==> src/rtl/enc4to2_queue_if.sv <==
// Request/handshake bundle for the 4-to-2 request queue.
// The master drives requests and ready; the slave presents indices.
interface enc4to2_queue_if;
  logic       EN;
  logic [3:0] D;
  logic       RDY;
  logic [1:0] Y;
  logic       VLD;
  logic [3:0] PEND;
  logic       OVF;

  modport master (
    output EN,
    output D,
    output RDY,
    input  Y,
    input  VLD,
    input  PEND,
    input  OVF
  );

  modport slave (
    input  EN,
    input  D,
    input  RDY,
    output Y,
    output VLD,
    output PEND,
    output OVF
  );
endinterface

==> src/rtl/enc4to2_queue.sv <==
// Priority request queue: merges multi-hot requests into a pending set
// and drains it as 2-bit indices over a valid/ready handshake.
module enc4to2_queue (
  input logic           clk,
  input logic           rst,
  enc4to2_queue_if.slave bus
);

  typedef enum logic {
    IDLE,
    PRESENT
  } state_t;

  state_t     state;
  state_t     state_nx;
  logic [3:0] p;
  logic [3:0] p_nx;
  logic [3:0] req;
  logic [3:0] clr;
  logic [3:0] pa;
  logic [1:0] y;
  logic [1:0] y_nx;
  logic [1:0] hi;
  logic       ovf;
  logic       ovf_nx;
  logic       vld;
  logic       acc;

  assign vld = (state == PRESENT);
  assign acc = vld & bus.RDY;
  assign req = bus.EN ? bus.D : 4'b0000;

  always_comb begin
    clr = 4'b0000;
    if (acc) begin
      unique case (y)
        2'd0: clr = 4'b0001;
        2'd1: clr = 4'b0010;
        2'd2: clr = 4'b0100;
        2'd3: clr = 4'b1000;
      endcase
    end
  end

  // set wins over clear, so a re-request of the accepted bit re-queues it
  assign pa     = p & ~clr;
  assign p_nx   = pa | req;
  assign ovf_nx = |(req & pa);

  always_comb begin
    hi = 2'd0;
    priority case (1'b1)
      pa[3]: hi = 2'd3;
      pa[2]: hi = 2'd2;
      pa[1]: hi = 2'd1;
      pa[0]: hi = 2'd0;
      default: hi = 2'd0;
    endcase
  end

  // a stalled presentation holds even if a higher bit becomes pending
  always_comb begin
    state_nx = state;
    y_nx     = y;
    if (state == IDLE || acc) begin
      if (|pa) begin
        state_nx = PRESENT;
        y_nx     = hi;
      end else begin
        state_nx = IDLE;
      end
    end
  end

  always_ff @(posedge clk) begin
    if (rst) begin
      state <= IDLE;
      p     <= 4'b0000;
      y     <= 2'b00;
      ovf   <= 1'b0;
    end else begin
      state <= state_nx;
      p     <= p_nx;
      y     <= y_nx;
      ovf   <= ovf_nx;
    end
  end

  assign bus.Y    = y;
  assign bus.VLD  = vld;
  assign bus.PEND = p;
  assign bus.OVF  = ovf;

endmodule
==> src/flat_wrapper.sv <==
// flat-port wrapper written by rule: the top's interface ports become plain ports
module enc4to2_queue_flat 
  (clk, rst, bus_EN, bus_D, bus_RDY, bus_Y, bus_VLD, bus_PEND, bus_OVF);
  enc4to2_queue_if bus_i ();
  input logic clk;
  input logic rst;
  input wire logic [$bits(bus_i.EN)-1:0] bus_EN;
  input wire logic [$bits(bus_i.D)-1:0] bus_D;
  input wire logic [$bits(bus_i.RDY)-1:0] bus_RDY;
  output wire logic [$bits(bus_i.Y)-1:0] bus_Y;
  output wire logic [$bits(bus_i.VLD)-1:0] bus_VLD;
  output wire logic [$bits(bus_i.PEND)-1:0] bus_PEND;
  output wire logic [$bits(bus_i.OVF)-1:0] bus_OVF;
  assign bus_i.EN = bus_EN;
  assign bus_i.D = bus_D;
  assign bus_i.RDY = bus_RDY;
  assign bus_Y = bus_i.Y;
  assign bus_VLD = bus_i.VLD;
  assign bus_PEND = bus_i.PEND;
  assign bus_OVF = bus_i.OVF;
  enc4to2_queue u_core (.clk(clk), .rst(rst), .bus(bus_i));
endmodule
==> config.mk <==
export PLATFORM = sky130hd
export DESIGN_NAME = enc4to2_queue_flat
export DESIGN_NICKNAME = d
export VERILOG_FILES = /design/src/rtl/enc4to2_queue_if.sv /design/src/rtl/enc4to2_queue.sv /design/src/flat_wrapper.sv
export SDC_FILE = /design/constraint.sdc
export NUM_CORES = 1
export LEC_CHECK = 0
export BUFFER_PORTS_ARGS = -buffer_cell sky130_fd_sc_hd__buf_2
export CORE_AREA = 8 8 45 47
export CTS_CLUSTER_SIZE = 14
export DETAILED_ROUTE_END_ITERATION = 8
export DIE_AREA = 0 0 53 55
export GPL_TIMING_DRIVEN = 1
export PLACE_DENSITY = 0.49
export SETUP_SLACK_MARGIN = 0.15
export SLEW_MARGIN = 20
export SYNTH_ARGS = -nofsm -noshare
export SYNTH_HDL_FRONTEND = slang
export SYNTH_SLANG_ARGS = --single-unit
==> constraint.sdc <==
create_clock -name clk -period 3.05 [get_ports clk]
set_clock_uncertainty 0.15 [all_clocks]
set_input_delay 0.1525 -clock clk [delete_from_list [all_inputs] [get_ports clk]]
set_output_delay 0.1525 -clock clk [all_outputs]
set_load 0.005 [all_outputs]
Word level (Yosys, flattened, before mapping)
Index checks and enable logic that the tools add are counted.
{"block": "op_classes", "eq_ne": 3, "reduce_logical": 5, "n_mux": 7, "n_bitwise": 6}
{"op": "$pmux 4 s4", "count": 1}
{"op": "$and 4x4->4", "count": 2}
{"op": "$mux 4", "count": 2}
{"op": "$reduce_or 4->1", "count": 2}
{"op": "$eq 2x2->1 const B", "count": 2}
{"op": "$mux 2", "count": 2}
{"op": "$not 4->4", "count": 1}
{"op": "$or 4x4->4", "count": 1}
{"op": "$eq 2x1->1 const B", "count": 1}
{"op": "$logic_not 2->1", "count": 1}
{"op": "$mux 1", "count": 2}
{"op": "$reduce_and 2->1", "count": 1}
{"op": "$and 1x1->1", "count": 1}
{"op": "$logic_or 1x1->1", "count": 1}
{"op": "$not 1->1", "count": 1}
{"block": "totals", "regBits": 8, "out_inout_bits": 8, "in_bits": 8}

Longest topological paths before layout
Gate-level depths: netlist of the first run.
{"block": "logic_depth", "ltp_word": 8, "ltp_mapped": 4}

Worst setup path before layout of the first run
OpenSTA, ideal clock, no wires.
{"block": "synth_timing", "kind": "flip-flop to flip-flop", "start": "register u_core.y[0] (netlist: u_core.bus.Y[0])", "end": "register u_core.y[0] (netlist: u_core.bus.Y[0])", "required_ps": 2805, "arrival_time_ps": 1405, "path_stages_with_launch": 5, "setup_ps": 95, "slack_ps": 1400, "cell_sequence": "dfxtp_1 -> inv_2 -> o31a_1 -> or3_1 -> a221oi_1"}
{"block": "synth_between", "elab_chain_cells": 8, "elab_cells_between_ends": 13, "classes_between": "3 x eq/ne; 5 x mux; 2 x bitwise; 3 x reduce/logical"}
{"element": "start: declaration", "line_no": "enc4to2_queue.sv:21", "rtl": "logic [1:0] y;"}
{"element": "start signal: assignment", "line_no": "enc4to2_queue.sv:84", "rtl": "y <= y_nx;"}
{"element": "$eq 2x2->1 (tied with other cells)", "line_no": "enc4to2_queue.sv:36", "rtl": "unique case (y)"}
{"element": "$pmux 4 s4 *", "line_no": "enc4to2_queue.sv:36"}
{"element": "$mux 4 *", "line_no": "enc4to2_queue.sv:35", "rtl": "if (acc) begin"}
{"element": "$not 4->4 *", "line_no": "enc4to2_queue.sv:46", "rtl": "assign pa = p & ~clr;"}
{"element": "$and 4x4->4 *", "line_no": "enc4to2_queue.sv:46"}
{"element": "$mux 1", "line_no": "enc4to2_queue.sv:52", "rtl": "priority case (1'b1)"}
{"element": "$mux 2 (2 in a row)", "line_no": "enc4to2_queue.sv:52"}
Every way passes the cells marked *; elsewhere a longest branch is shown, timed or not.
A chain may end at the register's enable or synchronous reset.

Worst setup path after layout of the first run
Ends and elaborated chain as after synthesis.

==> results of run 1 <==
-- critical path, cell delays in order (launching register included) --
cell	delay [ns]
dfxtp_1	0.44
inv_2	0.06
o31a_1	0.34
or3_1	0.42
a221oi_1	0.27
-- worst max-delay path by stage --
stage,cells past startpoint,start,end,slack (ns)
after floorplan,4,u_core.bus.Y[0],u_core.bus.Y[0],1.40
after global placement,4,u_core.bus.Y[0],u_core.bus.Y[0],1.29
after detailed placement,4,u_core.bus.Y[0],u_core.bus.Y[0],1.31
after CTS,4,u_core.bus.Y[0],u_core.bus.Y[0],1.29
after global routing,4,u_core.bus.Y[0],u_core.bus.Y[0],1.20
final,4,u_core.bus.Y[0],u_core.bus.Y[0],1.29
-- what timing repair did --
action,4_1_cts,5_1_grt
hold buffers,3,0
hold endpoints to repair,3,0
setup buffers,0,0
-- layout make-up --
class / count / area, sq um / share of cell area (%)
Multi-Input combinational cell: 32 / 190 / 37.3
Timing Repair Buffer: 18 / 105 / 20.6
Inverter: 3 / 11.3 / 2.21
Clock buffer: 3 / 22.5 / 4.42
Sequential cell: 8 / 160 / 31.4
Tap cell: 16 / 20.0 / 3.93
-- routing by layer --
layer / part of all wire [%] / vias up / global-route usage, %
met5: 0 / - / 0
met4: 2.6 / 0 / 7.76
met3: 6.4 / 4 / 2.94
met2: 53 / 16 / 14.3
met1: 38 / 187 / 7.50
li1: - / 205 / -
-- stage by stage --
| step | worst slack (ns) | hold WS [ns] |
|---|---|---|
| after floorplan | 1.40 | 0.133 |
| after CTS | 1.29 | 0.00579 |
| after global routing | 1.20 | 0.0180 |
| after global placement | 1.29 | 0.266 |
| after detailed placement | 1.31 | 0.262 |
| final | 1.29 | 0.00590 |
-- state kept, by name (all words and copies together) (netlist names) --
signal,flops
u_core.bus.OVF,1
u_core.bus.PEND,4
u_core.bus.VLD,1
u_core.bus.Y,2
-- synth_stat cells, drive strengths merged --
master   number
a21boi        1
a21oi         8
a221oi        2
a22oi         1
a2bb2oi       1
a311oi        1
and3          1
buf           1
dfxtp         8
inv           3
mux2i         1
nand2         4
nand2b        1
nand3         1
nor2          4
nor3          1
o21ai         1
o31a          2
o31ai         1
or3           1
-- power by group --
group | internal (mW) | switching (mW)
Combinational | 0.0275 | 0.0272
Clock | 0.0454 | 0.0418
Sequential | 0.114 | 0.0110
Total | 0.187 | 0.0801
-- logic make-up after synthesis --
| group | synth area share (%) |
|---|---|
| AND/OR/NAND/NOR | 16.1 |
| AO/OA/AOI/OAI | 33.2 |
| multiplexers | 2.74 |
| buffers and inverters | 4.11 |
| flip-flops | 43.8 |
==> metrics.md, run 1 <==
| Metric | Value |
|---|---|
| Commonest non-fill, non-tap cell in the layout | `buf_2` |
| Die footprint | `2920 sq um` |
| Fillers | `154` |
| Share of layout cells above drive strength 1 | `31.3%` |
| # IOs | `16` |
| Most frequent cells in the layout | `15 x buf_2, 8 x a21oi_1, 8 x dfxtp_1, 4 x nand2_1, 4 x nor2_1` |
| Root Driver | `clkbuf_4` |
| Crit Path Category | `reg -> reg` |
| Vias in the first global route | `413` |
| Design area | `509 sq um` |
| Drc violations | `0` |
| Startpoint Class | `flip-flop` |
| Share of the synthesized area in the top cell type | `43.8%` |
| TNS Setup | `0 ns` |
| Post-Syn Instances | `44` |
| Ys Warns | `0` |
| Hpwl dp | `787 microns` |
| Max Fclk | `567 MHz` |
| P_leak | `0.233 nW` |
| Vias | `412` |
| Min-delay src | `rst` |
| Core Util, Final | `36.8%` |
| N_diodes | `0` |
| Final Setup Violations | `0` |
| RSZ-0062 raised after global routing | `false` |
| Post-Syn Nets | `52` |
| Worst min-delay path class | `in -> reg` |
| Cell taking the most area after synthesis | `dfxtp_1` |
| Chip height | `55 microns` |
| Arr. time, crit path | `1.79 ns` |
| Max-cap violations | `0` |
| Register area share after synthesis | `43.8%` |
| RD Place Congestion | `0.827` |
| Cell Pwr Density | `525 nW/um^2` |
| Starting Density | `26.4%` |
| Final worst-path cycle share | `57.8%` |
| Flops & latches, synth | `8` |
| GRT Util Overall | `8.27%` |
| Rel. slew slack | `72.8%` |
| First-pass GRT wire length | `1730 microns` |
| CORE AREA | `1380 sq um` |
| CTS sink cnt | `8` |
| WL per Instance | `13.6 microns` |
| Worst hold path endpoint | `u_core.bus.PEND[2]` |
| Hold Path Stages | `2` |
| Gr ovfl total | `0` |
| Largest net degree at the start of global routing | `9` |
| Hold Fails Final Rpt | `0` |
| Pwr Total | `0.267 mW` |
| Slew Limit Fails | `0` |
| Via/cell ratio | `5.15` |
| Max Buffers Root-to-Sink | `2` |
| Clk_lat worst skew | `0.27 ns` |
| Port Buffers | `15` |
| Worst slew pin tran | `0.405 ns` |
| Post_cts resized | `0` |
| Total CTS buffers | `3` |
| Routed WL | `1090 microns` |
| Cell variety after synth | `22` |
| Antenna viol nets, final | `0` |
| Main area contributors after synthesis | `dfxtp_1 44%, a21oi_1 11%, a221oi_1 4.8%, nand2_1 4.1%, nor2_1 4.1%` |
| Worst setup EP type | `flip-flop` |
| DR iter-0 viols | `30` |
| R2R depth | `4` |
| Reg-to-reg endpoint | `u_core.bus.Y[0]` |
| Initial antenna violation count | `0` |
| P&R area growth vs syn | `39.4%` |
| Clock transition at path regs | `0.06 ns` |
| Std-Cell Rows | `14` |
| Max rail drop VDD | `0.000154 V` |
| Post-route minimum period | `1.76 ns` |
| Placed instance area | `457 sq um` |
| Reg-to-Reg Start | `u_core.bus.Y[0]` |
| Final nets | `74` |
| CTS tree | `done` |
| Post-Syn Area | `365 sq um` |
| Status | `finished, final reports clean` |
| Worst-path maximum fanout | `6` |
| Critical path required time | `3.08 ns` |
| R2r setup slk | `1.29 ns` |
| DP Cell Count | `74` |
| Drt pass-1 iters | `4` |
| Non-filler cells, final | `80` |
| Synth Area per Inst | `8.30 sq um` |
| # H-tree levels | `1` |
| Die X | `53 microns` |
Power figures use the tool's default switching activity.
==> run 2, diff against run 1 <==
Settings changed: PLACE_DENSITY 0.49 to 0.51.
Clock period 3.05 ns to 1.6 ns, I/O delays scaled along.
==> metrics.md, run 2 (same netlist as run 1, synthesis figures left out) <==
| Metric | Value |
|---|---|
| Status | `finished, final reports clean` |
| Routed WL | `1330 microns (+22%)` |
| Gr ovfl total | `0 (unchanged)` |
| Vias | `475 (+15%)` |
| P_leak | `0.303 nW (+30%)` |
| WL per Instance | `14.4 microns (+6.1%)` |
| Starting Density | `26.4% (unchanged)` |
| Worst-path maximum fanout | `3 (-3)` |
| Via/cell ratio | `5.16 (+0.25%)` |
| Min Hold Slack | `0.190 ns (+0.184 ns)` |
| Drc violations | `0 (unchanged)` |
| GRT Util Overall | `9.90% (+1.6 points)` |
| Post-route minimum period | `1.57 ns (-0.193 ns)` |
| Top Metal Used | `met4` |
| # H-tree levels | `1 (unchanged)` |
| Max Buffers Root-to-Sink | `2 (unchanged)` |
| Register area | `166 sq um (+3.9%)` |
| Pwr Total | `0.574 mW (+120%)` |
| Initial antenna violation count | `0 (unchanged)` |
| Clk_lat worst skew | `0.26 ns (about the same)` |
| P&R area growth vs syn | `82.5%` |
| Multi-input gate area | `241 sq um (+27%)` |
| Clock transition at path regs | `0.05 ns (about the same)` |
| Arr. time, crit path | `1.59 ns (-0.20 ns)` |
| Final nets | `86 (+16%)` |
| Largest net degree at the start of global routing | `9 (unchanged)` |
| Chip height | `55 microns (unchanged)` |
| Crit Path Category | `reg -> reg` |
| RSZ-0062 raised after global routing | `true` |
| Hpwl dp | `843 microns (+7.1%)` |
| TNS Setup | `0 ns (unchanged)` |
| Max rail drop VDD | `0.000346 V (+120%)` |
| Final Setup Violations | `0 (unchanged)` |
| Die footprint | `2920 sq um (unchanged)` |
| Drt pass-1 iters | `4 (unchanged)` |
| Core Util, Final | `48.2% (+11 points)` |
| Placed instance area | `512 sq um (+12%)` |
| DR WL met2 | `673 microns (+16%)` |
| Fillers | `142 (-7.8%)` |
| Die X | `53 microns (unchanged)` |
| CORE AREA | `1380 sq um (unchanged)` |
| Critical path required time | `1.62 ns (-1.46 ns)` |
| # IOs | `16 (unchanged)` |
| Port Buffers | `15 (unchanged)` |
| Hold Fails Final Rpt | `0 (unchanged)` |
| Post-Route M1 WL | `464 microns (+13%)` |
| First-pass GRT wire length | `2080 microns (+20%)` |
| Share of layout cells above drive strength 1 | `56.6% (+25 points)` |
| Worst setup EP type | `flip-flop` |
| Antenna viol nets, final | `0 (unchanged)` |
| Max Fclk | `636 MHz (+12%)` |
| Vias in the first global route | `475 (+15%)` |
| Rel. slew slack | `82.0% (+9.2 points)` |
| Startpoint Class | `flip-flop` |
| CTS tree | `done` |
| CTS sink cnt | `8 (unchanged)` |
| DR iter-0 viols | `4 (-87%)` |
| Cell Pwr Density | `861 nW/um^2 (+64%)` |
| Largest register FFs | `4 (unchanged)` |
| Metal3 WL | `136 microns (+94%)` |
| Max-cap violations | `0 (unchanged)` |
| Slew Limit Fails | `0 (unchanged)` |
| Root Driver | `clkbuf_4` |
| Worst slew pin tran | `0.271 ns (-0.134 ns)` |
| Design area | `667 sq um (+31%)` |
| Commonest non-fill, non-tap cell in the layout | `buf_2` |
| Std-Cell Rows | `14 (unchanged)` |
| Most frequent cells in the layout | `14 x buf_2, 10 x buf_4, 6 x a21oi_1, 6 x dlygate4sd3_1, 5 x dfxtp_1` |
| Worst min-delay path class | `in -> reg` |
| RD Place Congestion | `0.823 (-0.45%)` |
| Total CTS buffers | `3 (unchanged)` |
| Final worst-path cycle share | `98.2% (+40 points)` |
| N_diodes | `0 (unchanged)` |
[run 2: cell count changes in the layout (fill, tap and decap cells not counted), sizes merged]
cell         before  now
buf              15   24
dlygate4sd3       3    6
[run 2: layout make-up]
class	count	area share (%)
inverter	3	1.69
multi-input combinational	32	36.2
timing repair buffer	30	30.8
tap	16	3.00
sequential	8	25.0
clock buffer	3	3.38
[run 2: worst paths after layout]
check / cells after the start / from / endpoint / slack (ns)
worst min-delay path: 4 / bus_RDY / u_core.bus.VLD / 0.19
worst max register to register: 4 / u_core.bus.VLD / u_core.bus.Y[1] / 0.03
worst max-delay path: 4 / u_core.bus.VLD / u_core.bus.Y[1] / 0.03
worst min register to register: 2 / u_core.bus.Y[0] / u_core.bus.Y[0] / 0.37
[run 2: report_power, final]
part	leakage (nW)	internal, mW	total [mW]	switching, mW
Sequential	0.0674	0.220	0.240	0.0204
Clock	0.0138	0.0861	0.159	0.0733
Combinational	0.222	0.0963	0.174	0.0781
[run 2: metal layers]
layer	track usage [%]	vias up
met4	9.91	0
li1	-	230
met5	0	-
met1	9.60	215
met2	15.4	23
met3	4.28	7
[run 2: metrics by stage]
step	setup slack [ns]	std cells
2_1_floorplan	0.00517	44
3_3_place_gp	0.0222	81
3_5_place_dp	0.0169	81
4_1_cts	0.00965	92
5_1_grt	-0.0345	92
6_report	0.0284	92
[run 2: worst max-delay path, cell delays in order, from the launching register on]
cell,delay (ns)
dfxtp_2,0.34
nand2_2,0.05
o31a_1,0.29
or3_4,0.40
a311oi_2,0.24
[run 2: repair_timing]
item                                    CTS  global route
gates resized for setup                   7             9
endpoints found under the setup margin    2             6
hold endpoints to repair                  8             0
buffers inserted                          1             1
pin swaps                                 3             2
hold buffers                              7             0
